==> src/rtl/mem_arbiter_if.sv <==
// Bundle of fetch/data request ports and the shared memory port served by mem_arbiter.
// master: requesters plus memory model; slave: the arbiter.
interface mem_arbiter_if;
  logic        i_req;
  logic [31:0] i_addr;
  logic        i_gnt;
  logic        i_rvalid;
  logic [31:0] i_rdata;

  logic        d_req;
  logic        d_we;
  logic [31:0] d_addr;
  logic [31:0] d_wdata;
  logic        d_gnt;
  logic        d_rvalid;
  logic [31:0] d_rdata;

  logic [31:0] mem_addr;
  logic [31:0] mem_wr_data;
  logic        mem_wr_ena;
  logic [31:0] mem_rd_data;
  logic        busy;

  modport master (
    output i_req, i_addr, d_req, d_we, d_addr, d_wdata, mem_rd_data,
    input  i_gnt, i_rvalid, i_rdata, d_gnt, d_rvalid, d_rdata,
           mem_addr, mem_wr_data, mem_wr_ena, busy
  );

  modport slave (
    input  i_req, i_addr, d_req, d_we, d_addr, d_wdata, mem_rd_data,
    output i_gnt, i_rvalid, i_rdata, d_gnt, d_rvalid, d_rdata,
           mem_addr, mem_wr_data, mem_wr_ena, busy
  );
endinterface

==> src/rtl/mem_arbiter.sv <==
// Two-port (fetch I, data D) arbiter onto a single memory port with IDLE/ACCESS/RESP sequencing.
// Define MEM_ARB_RR_EN for round-robin on simultaneous requests; default is fixed D priority.
module mem_arbiter #(
  parameter int RD_LAT = 1
) (
  input logic         clk,
  input logic         rst,
  mem_arbiter_if.slave bus
);

  typedef enum logic [1:0] {
    IDLE   = 2'd0,
    ACCESS = 2'd1,
    RESP   = 2'd2
  } state_t;

  localparam logic [1:0] CNT_RELOAD = 2'(RD_LAT - 1);

  state_t     state_r;
  logic [1:0] cnt_r;
  logic       sel_d_r;
  logic       we_r;

  logic       cand_i_s;
  logic       cand_d_s;
  logic       arb_s;
  logic       grant_s;
  logic       pick_d_s;

`ifdef MEM_ARB_RR_EN
  logic       last_d_r;
`endif

  // Arbitration window and winner selection
  always_comb begin
    cand_i_s = bus.i_req;
    cand_d_s = bus.d_req;
    arb_s    = 1'b0;
    case (state_r)
      IDLE, RESP: begin
        arb_s = 1'b1;
      end
      ACCESS: begin
        // A write ends after one cycle; its own requester still shows the
        // request it is being granted for, so only the other port may win.
        if (we_r) begin
          arb_s = 1'b1;
          if (sel_d_r) begin
            cand_d_s = 1'b0;
          end else begin
            cand_i_s = 1'b0;
          end
        end else begin
          arb_s = 1'b0;
        end
      end
      default: begin
        arb_s = 1'b0;
      end
    endcase
    grant_s = arb_s & (cand_i_s | cand_d_s);
`ifdef MEM_ARB_RR_EN
    if (cand_i_s && cand_d_s) begin
      pick_d_s = ~last_d_r;
    end else begin
      pick_d_s = cand_d_s;
    end
`else
    pick_d_s = cand_d_s;
`endif
  end

  // Sequencer state, latched request fields and all registered outputs
  always_ff @(posedge clk or posedge rst) begin
    if (rst) begin
      state_r         <= IDLE;
      cnt_r           <= 2'd0;
      sel_d_r         <= 1'b0;
      we_r            <= 1'b0;
      bus.i_gnt       <= 1'b0;
      bus.d_gnt       <= 1'b0;
      bus.i_rvalid    <= 1'b0;
      bus.d_rvalid    <= 1'b0;
      bus.i_rdata     <= 32'd0;
      bus.d_rdata     <= 32'd0;
      bus.mem_addr    <= 32'd0;
      bus.mem_wr_data <= 32'd0;
      bus.mem_wr_ena  <= 1'b0;
      bus.busy        <= 1'b0;
`ifdef MEM_ARB_RR_EN
      last_d_r        <= 1'b0;
`endif
    end else begin
      bus.i_gnt      <= 1'b0;
      bus.d_gnt      <= 1'b0;
      bus.i_rvalid   <= 1'b0;
      bus.d_rvalid   <= 1'b0;
      bus.mem_wr_ena <= 1'b0;
      if (grant_s) begin
        state_r  <= ACCESS;
        bus.busy <= 1'b1;
        cnt_r    <= CNT_RELOAD;
        sel_d_r  <= pick_d_s;
`ifdef MEM_ARB_RR_EN
        last_d_r <= pick_d_s;
`endif
        if (pick_d_s) begin
          bus.d_gnt       <= 1'b1;
          bus.mem_addr    <= bus.d_addr;
          bus.mem_wr_data <= bus.d_wdata;
          bus.mem_wr_ena  <= bus.d_we;
          we_r            <= bus.d_we;
        end else begin
          bus.i_gnt    <= 1'b1;
          bus.mem_addr <= bus.i_addr;
          we_r         <= 1'b0;
        end
      end else begin
        case (state_r)
          IDLE: begin
            state_r  <= IDLE;
            bus.busy <= 1'b0;
          end
          ACCESS: begin
            if (we_r) begin
              state_r  <= IDLE;
              bus.busy <= 1'b0;
            end else if (cnt_r == 2'd0) begin
              state_r <= RESP;
              if (sel_d_r) begin
                bus.d_rdata  <= bus.mem_rd_data;
                bus.d_rvalid <= 1'b1;
              end else begin
                bus.i_rdata  <= bus.mem_rd_data;
                bus.i_rvalid <= 1'b1;
              end
            end else begin
              cnt_r <= cnt_r - 2'd1;
            end
          end
          RESP: begin
            state_r  <= IDLE;
            bus.busy <= 1'b0;
          end
          default: begin
            state_r  <= IDLE;
            bus.busy <= 1'b0;
          end
        endcase
      end
    end
  end

endmodule

==> src/flat_wrapper.sv <==
// flat-port wrapper written by rule: the top's interface ports become plain ports
module mem_arbiter_flat 
#(
  parameter int RD_LAT = 1
)
  (clk, rst, bus_i_req, bus_i_addr, bus_d_req, bus_d_we, bus_d_addr, bus_d_wdata, bus_mem_rd_data, bus_i_gnt, bus_i_rvalid, bus_i_rdata, bus_d_gnt, bus_d_rvalid, bus_d_rdata, bus_mem_addr, bus_mem_wr_data, bus_mem_wr_ena, bus_busy);
  mem_arbiter_if bus_i ();
  input logic clk;
  input logic rst;
  input wire logic [$bits(bus_i.i_req)-1:0] bus_i_req;
  input wire logic [$bits(bus_i.i_addr)-1:0] bus_i_addr;
  input wire logic [$bits(bus_i.d_req)-1:0] bus_d_req;
  input wire logic [$bits(bus_i.d_we)-1:0] bus_d_we;
  input wire logic [$bits(bus_i.d_addr)-1:0] bus_d_addr;
  input wire logic [$bits(bus_i.d_wdata)-1:0] bus_d_wdata;
  input wire logic [$bits(bus_i.mem_rd_data)-1:0] bus_mem_rd_data;
  output wire logic [$bits(bus_i.i_gnt)-1:0] bus_i_gnt;
  output wire logic [$bits(bus_i.i_rvalid)-1:0] bus_i_rvalid;
  output wire logic [$bits(bus_i.i_rdata)-1:0] bus_i_rdata;
  output wire logic [$bits(bus_i.d_gnt)-1:0] bus_d_gnt;
  output wire logic [$bits(bus_i.d_rvalid)-1:0] bus_d_rvalid;
  output wire logic [$bits(bus_i.d_rdata)-1:0] bus_d_rdata;
  output wire logic [$bits(bus_i.mem_addr)-1:0] bus_mem_addr;
  output wire logic [$bits(bus_i.mem_wr_data)-1:0] bus_mem_wr_data;
  output wire logic [$bits(bus_i.mem_wr_ena)-1:0] bus_mem_wr_ena;
  output wire logic [$bits(bus_i.busy)-1:0] bus_busy;
  assign bus_i.i_req = bus_i_req;
  assign bus_i.i_addr = bus_i_addr;
  assign bus_i.d_req = bus_d_req;
  assign bus_i.d_we = bus_d_we;
  assign bus_i.d_addr = bus_d_addr;
  assign bus_i.d_wdata = bus_d_wdata;
  assign bus_i.mem_rd_data = bus_mem_rd_data;
  assign bus_i_gnt = bus_i.i_gnt;
  assign bus_i_rvalid = bus_i.i_rvalid;
  assign bus_i_rdata = bus_i.i_rdata;
  assign bus_d_gnt = bus_i.d_gnt;
  assign bus_d_rvalid = bus_i.d_rvalid;
  assign bus_d_rdata = bus_i.d_rdata;
  assign bus_mem_addr = bus_i.mem_addr;
  assign bus_mem_wr_data = bus_i.mem_wr_data;
  assign bus_mem_wr_ena = bus_i.mem_wr_ena;
  assign bus_busy = bus_i.busy;
  mem_arbiter #(.RD_LAT(RD_LAT)) u_core (.clk(clk), .rst(rst), .bus(bus_i));
endmodule
==> config.mk <==
export PLATFORM = sky130hd
export DESIGN_NAME = mem_arbiter_flat
export DESIGN_NICKNAME = d
export VERILOG_FILES = /design/src/rtl/mem_arbiter_if.sv /design/src/rtl/mem_arbiter.sv /design/src/flat_wrapper.sv
export SDC_FILE = /design/constraint.sdc
export NUM_CORES = 1
export LEC_CHECK = 0
export BUFFER_PORTS_ARGS = -buffer_cell sky130_fd_sc_hd__buf_2
export CAP_MARGIN = 20
export CORE_MARGIN = 1.5
export CORE_UTILIZATION = 49
export CTS_CLUSTER_SIZE = 16
export DETAILED_ROUTE_END_ITERATION = 8
export GPL_ROUTABILITY_DRIVEN = 0
export PLACE_DENSITY = 0.89
export SLEW_MARGIN = 5
export SYNTH_ARGS = -nofsm -noshare
export SYNTH_HDL_FRONTEND = slang
export SYNTH_SLANG_ARGS = --single-unit
==> constraint.sdc <==
create_clock -name clk -period 10.4 [get_ports clk]
set_clock_uncertainty 0.05 [all_clocks]
set_input_delay 0.52 -clock clk [delete_from_list [all_inputs] [get_ports clk]]
set_output_delay 0.52 -clock clk [all_outputs]
set_load 0.1 [all_outputs]
== Yosys cells after proc, flatten, opt, wreduce, memory -nomap -nowiden ==
Cells that the tools add are included.

* Word-level logic and storage cells: 70
* Bits of input ports: 133
* Register bits after elaboration: 140
* Output and inout bits: 134

* Equal/unequal tests: 6
* Reductions and logical operators: 8
* Bitwise logic cells: 5
* Mux-type cells: 36
* Add/subtract/negate cells: 1

{| class="wikitable"
|+ Operators by type and width
! cell !! number
|-
| $mux 32 || 1
|-
| $mux 1 || 26
|-
| $mux 2 || 8
|-
| $reduce_and 5->1 || 2
|-
| $logic_not 2->1 || 2
|-
| $ne 4x1->1 const B || 1
|-
| $ne 3x1->1 const B || 1
|-
| $not 1->1 || 3
|-
| $reduce_and 3->1 || 1
|-
| $eq 2x1->1 const B || 1
|-
| $eq 2x2->1 const B || 1
|-
| $ne 2x1->1 const B || 1
|-
| $ne 2x2->1 const B || 1
|-
| $pmux 1 s2 || 1
|-
| $reduce_and 2->1 || 1
|-
| $reduce_bool 2->1 || 1
|-
| $reduce_or 2->1 || 1
|-
| $sub 2x1->2 const B || 1
|-
| $and 1x1->1 || 1
|-
| $or 1x1->1 || 1
|}

== Longest topological paths before layout ==
Gate-level depths: netlist of run 1.

* Depth in word-level cells: 7
* Gate-level depth with buffers: 6
* Depth with buffers taken out: 5

== Worst setup path before layout of run 1 ==
OpenSTA, ideal clock, no wires.

* Path type: register -> register
* Start point: register u_core.sel_d_r
* End point: register u_core.bus.mem_wr_data[10] (netlist bit)
* Buffers on the path: 2
* Setup slack: 8.550 ns
* Library setup time: 0.125 ns
* Clock period less this slack: 1.850 ns
* Data required time: 10.225 ns
* Stages on the path, launching flop included: 6
* Arrival: 1.674 ns
* Path through: dfrtp_1 or3b_4 a21boi_4 buf_4 buf_4 mux2_2

* Cells in the longest elaborated chain, start to end: 6
* Elaborated cells on any way between the ends: 9
* Classes of those cells: mux: 6; bitwise: 2; reduce/logical: 1

{| class="wikitable"
|+ Ends and longest elaborated chain
! item !! line !! RTL
|-
| start, declared || mem_arbiter.sv:21 || <nowiki>logic sel_d_r;</nowiki>
|-
| start signal, assigned || mem_arbiter.sv:103 || <nowiki>sel_d_r <= pick_d_s;</nowiki>
|-
| $mux 1 || mem_arbiter.sv:48 || <nowiki>if (sel_d_r) begin</nowiki>
|-
| $mux 1 || mem_arbiter.sv:46 || <nowiki>if (we_r) begin</nowiki>
|-
| $mux 1 || mem_arbiter.sv:39 || <nowiki>case (state_r)</nowiki>
|-
| $or 1x1->1 || mem_arbiter.sv:61 || <nowiki>grant_s = arb_s & (cand_i_s | cand_d_s);</nowiki>
|-
| $and 1x1->1 || mem_arbiter.sv:61 ||
|-
| $reduce_and 2->1 (no source line) * || - ||
|-
| end signal, assigned || mem_arbiter.sv:110 || <nowiki>bus.mem_wr_data <= bus.d_wdata;</nowiki>
|-
| end, declared || mem_arbiter_if.sv:33 || <nowiki>mem_addr, mem_wr_data, mem_wr_ena, busy</nowiki>
|}

Every way passes the cells marked *; elsewhere a longest branch is shown, timed or not.
A chain may end at the register's enable or synchronous reset.

== Final worst setup path of run 1 ==
* Start point: register u_core.sel_d_r
* End point: register u_core.bus.mem_wr_data[15] (netlist bit)

Same word-level chain as after synthesis.

==> results_dict.tcl, run 1 <==
set metrics [dict create \
    numPortBuffers 266 \
    wl_per_cell_microns 17.04 \
    syn-cell-area_sq_um 5465 \
    fin_tns_setup_ns 0 \
    fin_crit_sh_pct 21.44 \
    grtUsageMet3_pct 7.233 \
    grt_pass1_vias 4108 \
    crit_arrival_ns 2.57 \
    clock_latency_ns 0.50 \
    synthSimpleGateAreaFrac_pct 5.609 \
    num_antenna_cells 0 \
    cts_tree "yes" \
    post_cts_buffers 0 \
    rsz0062_at_grt "false" \
    use_met2_pct 40.57 \
    crit_chain "or3b_4 -> a21boi_4 -> buf_4 -> mux2_2" \
    top_usage_layer "met2" \
    initial_utilization_pct 50.42 \
    postRouteWirelength_microns 13230 \
    required_ns 10.74 \
    worst_setup_path_start_kind "flop" \
    syn_inst 353 \
    finalHoldViolations 0 \
    final_nets 757 \
    drt_iter0_markers 165 \
    area_delta_synth_final_pct 36.74 \
    synthDistinctLibCells 28 \
    synth_compound_area_share_pct 7.143 \
    chipWidth_microns 108.6 \
    yosysSeqAreaShare_pct 64.10 \
    period_needed_ns 2.229 \
    nFillCells 738 \
    drv_slew 0 \
    ctsRootBufferMaster "clkbuf_8" \
    critPathKind "flop to flop" \
    drive_gt1_share_pct 63.05 \
    cts_resized 0 \
    cp_max_fo 67 \
    fp.dieArea_sq_um 11800 \
    via_per_inst 5.108 \
    dr.pass1.iters 4 \
    core_sq_um 10840 \
    yosys.area_share.adder_pct 0.2289 \
    slowest_delay_ns 0.56 \
    clockBufferDepth 2 \
    grt.overflow.total 0 \
    syn-num-nets 487 \
    vias 3964 \
    worstSetupEndpointType "flop" \
    yosysWarningCount 0 \
    slowest_stage "buf_4" \
    path_clk_slew_ns 0.06 \
    cts_sinks 140 \
    drc 0 \
    outcome "completed" \
    synth_mux_area_share_pct 19.78 \
    max_slew_margin_pct 39.48 \
    numCtsBuffers 17 \
    met1_usage_pct 26.23 \
    ant_nets 0 \
    grt_use_total_pct 22.78 \
    ctsHoldBuffers 0 \
    syn_area_per_cell_sq_um 15.48 \
    ys_seq_elements 140 \
    grt_max_degree 76 \
    worst_pin_slew_ns 0.9078 \
    max_freq_ghz 0.4486 \
    finalSetupViolations 0 \
    die_h_microns 108.6 \
    synthXorXnorAreaFrac_pct 0 \
    synth_top_family_by_area "multiplexers" \
    htreeDepth 4 \
    hold_path.class "primary input to asynchronous set/reset pin" \
    antenna_found_initial 0 \
    grt_pass1_wl_microns 20340 \
    dpl.hpwl_microns 9478 \
    ios 267 \
    maxCapViolations 0 \
    rows 38 \
]
registers in the layout (all words and copies together) (netlist names), 2 cells and up:
signal,cells
u_core.bus.d_rdata,32
u_core.bus.i_rdata,32
u_core.bus.mem_addr,32
u_core.bus.mem_wr_data,32
u_core.cnt_r,2
u_core.state_r,2
worst paths after layout:
| path | from | endpoint | slack [ns] | depth (start not counted) |
|---|---|---|---|---|
| max | u_core.sel_d_r | u_core.bus.mem_wr_data[15] | 8.17 | 4 |
| min | rst | u_core.bus.mem_addr[26] | 0.03 | 2 |
| max reg2reg | u_core.sel_d_r | u_core.bus.mem_wr_data[15] | 8.17 | 4 |
| min reg2reg | u_core.bus.busy | u_core.bus.busy | 0.44 | 2 |
| max in group asynchronous | rst | u_core.bus.d_rdata[7] | 8.91 | 3 |
| min in group clk | bus_d_wdata[13] | u_core.bus.mem_wr_data[13] | 0.19 | 2 |
through the flow:
step	area (sq um)	hold WS [ns]	cells	setup slack [ns]	util, %
finish	7473	0.03380	776	8.171	68.94
floorplan	5465	0.4325	353	6.077	-
global route	7473	0.06717	776	8.085	68.94
detailed placement	6875	0.4159	744	8.194	63.42
global placement	6860	0.4102	743	8.232	63.28
CTS	7473	0.03487	776	8.187	68.94
layout make-up:
class / instances / area, sq um / share of cell area (%)
clock buffer: 20 / 435.4 / 5.826
clock inverter: 12 / 162.7 / 2.176
inverter: 6 / 27.53 / 0.3683
multi-input combinational: 187 / 1793 / 23.99
sequential: 140 / 3503 / 46.88
tap: 140 / 175.2 / 2.344
timing repair buffer: 271 / 1376 / 18.42
layout by cell type (no fill, tap or decap), types with 2 or more instances in the layout:
master	Yosys	final
clkbuf_8	0	2
clkinvlp_4	0	2
dfrtp_1	140	140
mux2_2	92	92
clkinv_4	0	3
inv_1	6	5
nor2_2	1	2
buf_2	2	266
nor2_1	3	2
clkbuf_1	5	2
bufinv_16	0	3
clkbuf_16	0	16
mux2_1	4	4
nand2_1	5	5
buf_4	7	4
a221o_1	32	32
and2_1	34	34
a21o_1	2	2
inv_6	0	4
critical path: cells and delay by family (launching register included):
kind            cells  cell delay [ns]
compound gates      1             0.18
buf+inv             1             0.56
flops               1             0.46
mux                 1             0.41
simple gates        1             0.43
cells by family (layout without fill, tap and decap cells):
kind of cell / Yosys count / count (layout)
multiplexers: 96 / 96
flip-flops: 140 / 140
adder cells (fa/ha/maj): 1 / 1
AO/OA/AOI/OAI: 40 / 40
AND/OR/NAND/NOR: 50 / 50
buffers and inverters: 26 / 309
synthesized netlist by cell type, drive strengths merged:
cell type  count  share of area, %
and3           1              0.11
o21bai         1              0.14
nor2           4              0.32
or3b           1              0.21
a21o           2              0.27
nand2          6              0.55
clkbuf         5              0.34
or2b           1              0.14
a31o           1              0.16
inv            6              0.41
nand2b         1              0.11
a21boi         1              0.34
buf           15               2.4
o22a           1              0.16
a221o         32               5.9
nor3b          1              0.14
o22ai          1              0.11
dfrtp        140                64
ha             1              0.23
and2          35               4.0
mux2          96                20
a21oi          1             0.091
routing by layer:
metal  up-vias  routed length, microns  part of all wire [%]
li1       1816                       -                     -
met1      1943                    5124                    39
met2       194                    6877                    52
met3        11                    1078                   8.2
met4         0                     145                   1.1
met5         -                       0                     0
Power of run 1 is left out: the tool's default activity adds up to more than one toggle a clock period on the data nets, which glitch-free logic cannot reach.
==> run 2, diff against run 1 <==
--- a/config.mk
+++ b/config.mk
@@ -8,11 +8,11 @@
 export BUFFER_PORTS_ARGS = -buffer_cell sky130_fd_sc_hd__buf_2
 export CAP_MARGIN = 20
 export CORE_MARGIN = 1.5
-export CORE_UTILIZATION = 49
+export CORE_UTILIZATION = 46
 export CTS_CLUSTER_SIZE = 16
 export DETAILED_ROUTE_END_ITERATION = 8
 export GPL_ROUTABILITY_DRIVEN = 0
-export PLACE_DENSITY = 0.89
+export PLACE_DENSITY = 0.85
 export SLEW_MARGIN = 5
 export SYNTH_ARGS = -nofsm -noshare
 export SYNTH_HDL_FRONTEND = slang
==> constraint.sdc (replaced) <==
create_clock -name clk -period 2.2 [get_ports clk]
set_clock_uncertainty 0.05 [all_clocks]
set_input_delay 0.11 -clock clk [delete_from_list [all_inputs] [get_ports clk]]
set_output_delay 0.11 -clock clk [all_outputs]
set_load 0.1 [all_outputs]
==> run 2 against run 1 <==
Compared with the run above: the flow now finishes with violations (DRC); die area rose by 6.3%; setup slack got worse by 8.0 ns; utilization rose by 7.4 points; clock-buffer cell count rose by 5; critical path type unchanged; critical endpoint is now u_core.bus.d_rdata[15].
==> results_dict.tcl, run 2 (synthesized netlist as in run 1, its figures left out) <==
set metrics [dict create \
    outcome "finished with violations" \
    violations "DRC" \
    grt.overflow.total 0 \
    final_area_sq_um 8793 \
    critPathKind "flop to flop" \
    rows 39 \
    holdPathStages 4 \
    slowest_stage "dfrtp_1" \
    finalSetupViolations 0 \
    period_needed_ns 2.006 \
    grt_pass1_vias 5024 \
    dr.pass1.iters 9 \
    hold-worst-slack_ns 0.03462 \
    hold_path.class "primary input to flop" \
    crit_arrival_ns 2.24 \
    cts_tree "yes" \
    postRouteWirelength_microns 16320 \
    via_per_inst 5.023 \
    crit_cells 4 \
    cp_max_fo 33 \
    max_freq_ghz 0.4984 \
    final_nets 888 \
    layoutNonFillerInstCount 910 \
    htreeDepth 4 \
    wl_met1_microns 6063 \
    initial_utilization_pct 47.46 \
    place_inst 748 \
    numCtsBuffers 17 \
    worst_setup_path_start_kind "flop" \
    antenna_found_initial 0 \
    core_sq_um 11520 \
    maxCapViolations 0 \
    finalHoldViolations 0 \
    drc 17 \
    drive_gt1_share_pct 51.89 \
    multi_input_area_sq_um 1793 \
    path_delay_family "simple AND/OR/NAND/NOR gates" \
    crit_buf_inv 0 \
    cts_sinks 140 \
    chipWidth_microns 112 \
    placed_area_sq_um 6928 \
    grt_use_total_pct 26.70 \
    required_ns 2.43 \
    final_common_cell "buf_2" \
    fin_tns_setup_ns 0 \
    drv_slew 0 \
    nFillCells 646 \
    reg2reg_depth 4 \
    max_slew_margin_pct 65.86 \
    mostFrequentLayoutCells "buf_2, dfrtp_1, dlygate4sd3_1, mux2_2, and2_1" \
    worstSetupEndpointType "flop" \
    path_clk_slew_ns 0.06 \
    highest-signal-layer "met4" \
    fp.dieArea_sq_um 12540 \
    wl_per_cell_microns 17.93 \
    ios 267 \
    clockBufferDepth 2 \
    drt_iter0_markers 279 \
    crit_chain "nor3b_1 -> and2_2 -> nand2_4 -> mux2_1" \
    clock_latency_ns 0.41 \
    grt_pass1_wl_microns 25620 \
    seq_area_sq_um 3503 \
    wl_met2_microns 8499 \
    slowest_delay_ns 0.48 \
    dpl.hpwl_microns 9103 \
    vias 4571 \
    fin_crit_sh_pct 91.20 \
    numPortBuffers 266 \
    post_cts_buffers 0 \
    rsz0062_at_grt "false" \
    grt_max_degree 75 \
    ant_nets 0 \
    die_h_microns 112 \
    worst_pin_slew_ns 0.5157 \
    num_antenna_cells 0 \
    area_delta_synth_final_pct 60.90 \
    ctsRootBufferMaster "clkbuf_16" \
    route.met3.wl_microns 1326 \
]
run 2: cell types whose count changed in the layout (fill, tap and decap cells not counted):
cell           change
clkbuf_16          +1
buf_12             +4
inv_6              -4
dlygate4sd3_1    +130
clkinvlp_4         -1
clkbuf_1           +4
clkinv_2           +3
bufinv_16          -1
buf_4              -2
clkinv_4           -2
buf_8              -1
run 2: through the flow:
stage	util (%)	setup WS (ns)
4_1_cts	76.36	0.2097
2_1_floorplan	-	0.2909
6_report	76.36	0.1935
3_5_place_dp	60.16	0.2296
5_1_grt	76.36	0.09100
3_3_place_gp	60.16	0.2943
run 2: per-layer routing:
layer	up-vias	GRT usage (%)
met5	-	0
met2	214	47.78
met1	2251	28.64
li1	2069	-
met3	37	9.526
met4	0	11.31
run 2: worst reg2reg max path, cell delays in order, from the launching register on:
cell and delay (ns):
dfrtp_1 0.48, nor3b_1 0.39, and2_2 0.25, nand2_4 0.26, mux2_1 0.46
run 2: cell type report:
class	instances	area share (%)
clock inverters	7	1.010
multi-input cells	187	20.39
flip-flops and latches	140	39.84
repair buffers	402	31.02
inverters	6	0.2988
well taps	143	2.035
clock buffers	25	5.407
run 2: repair_timing:
action | 4_1_cts | 5_1_grt
hold buffers | 130 | 0
gates resized for setup | 0 | 0
setup endpoints to repair | 0 | 0
hold endpoints to repair | 270 | 0
run 2: final timing paths:
kind                                   startpoint                        end  slack, ns
min in group asynchronous                     rst      u_core.bus.i_rdata[6]       0.32
worst max register to register  u_core.state_r[0]     u_core.bus.d_rdata[15]       0.19
worst min-delay path                    bus_i_req             u_core.sel_d_r       0.03
worst min register to register    u_core.bus.busy            u_core.bus.busy       0.43
max in group asynchronous                     rst  u_core.bus.mem_wr_data[3]       1.45
worst max-delay path            u_core.state_r[0]     u_core.bus.d_rdata[15]       0.19
Power of run 2 is left out for the same reason.
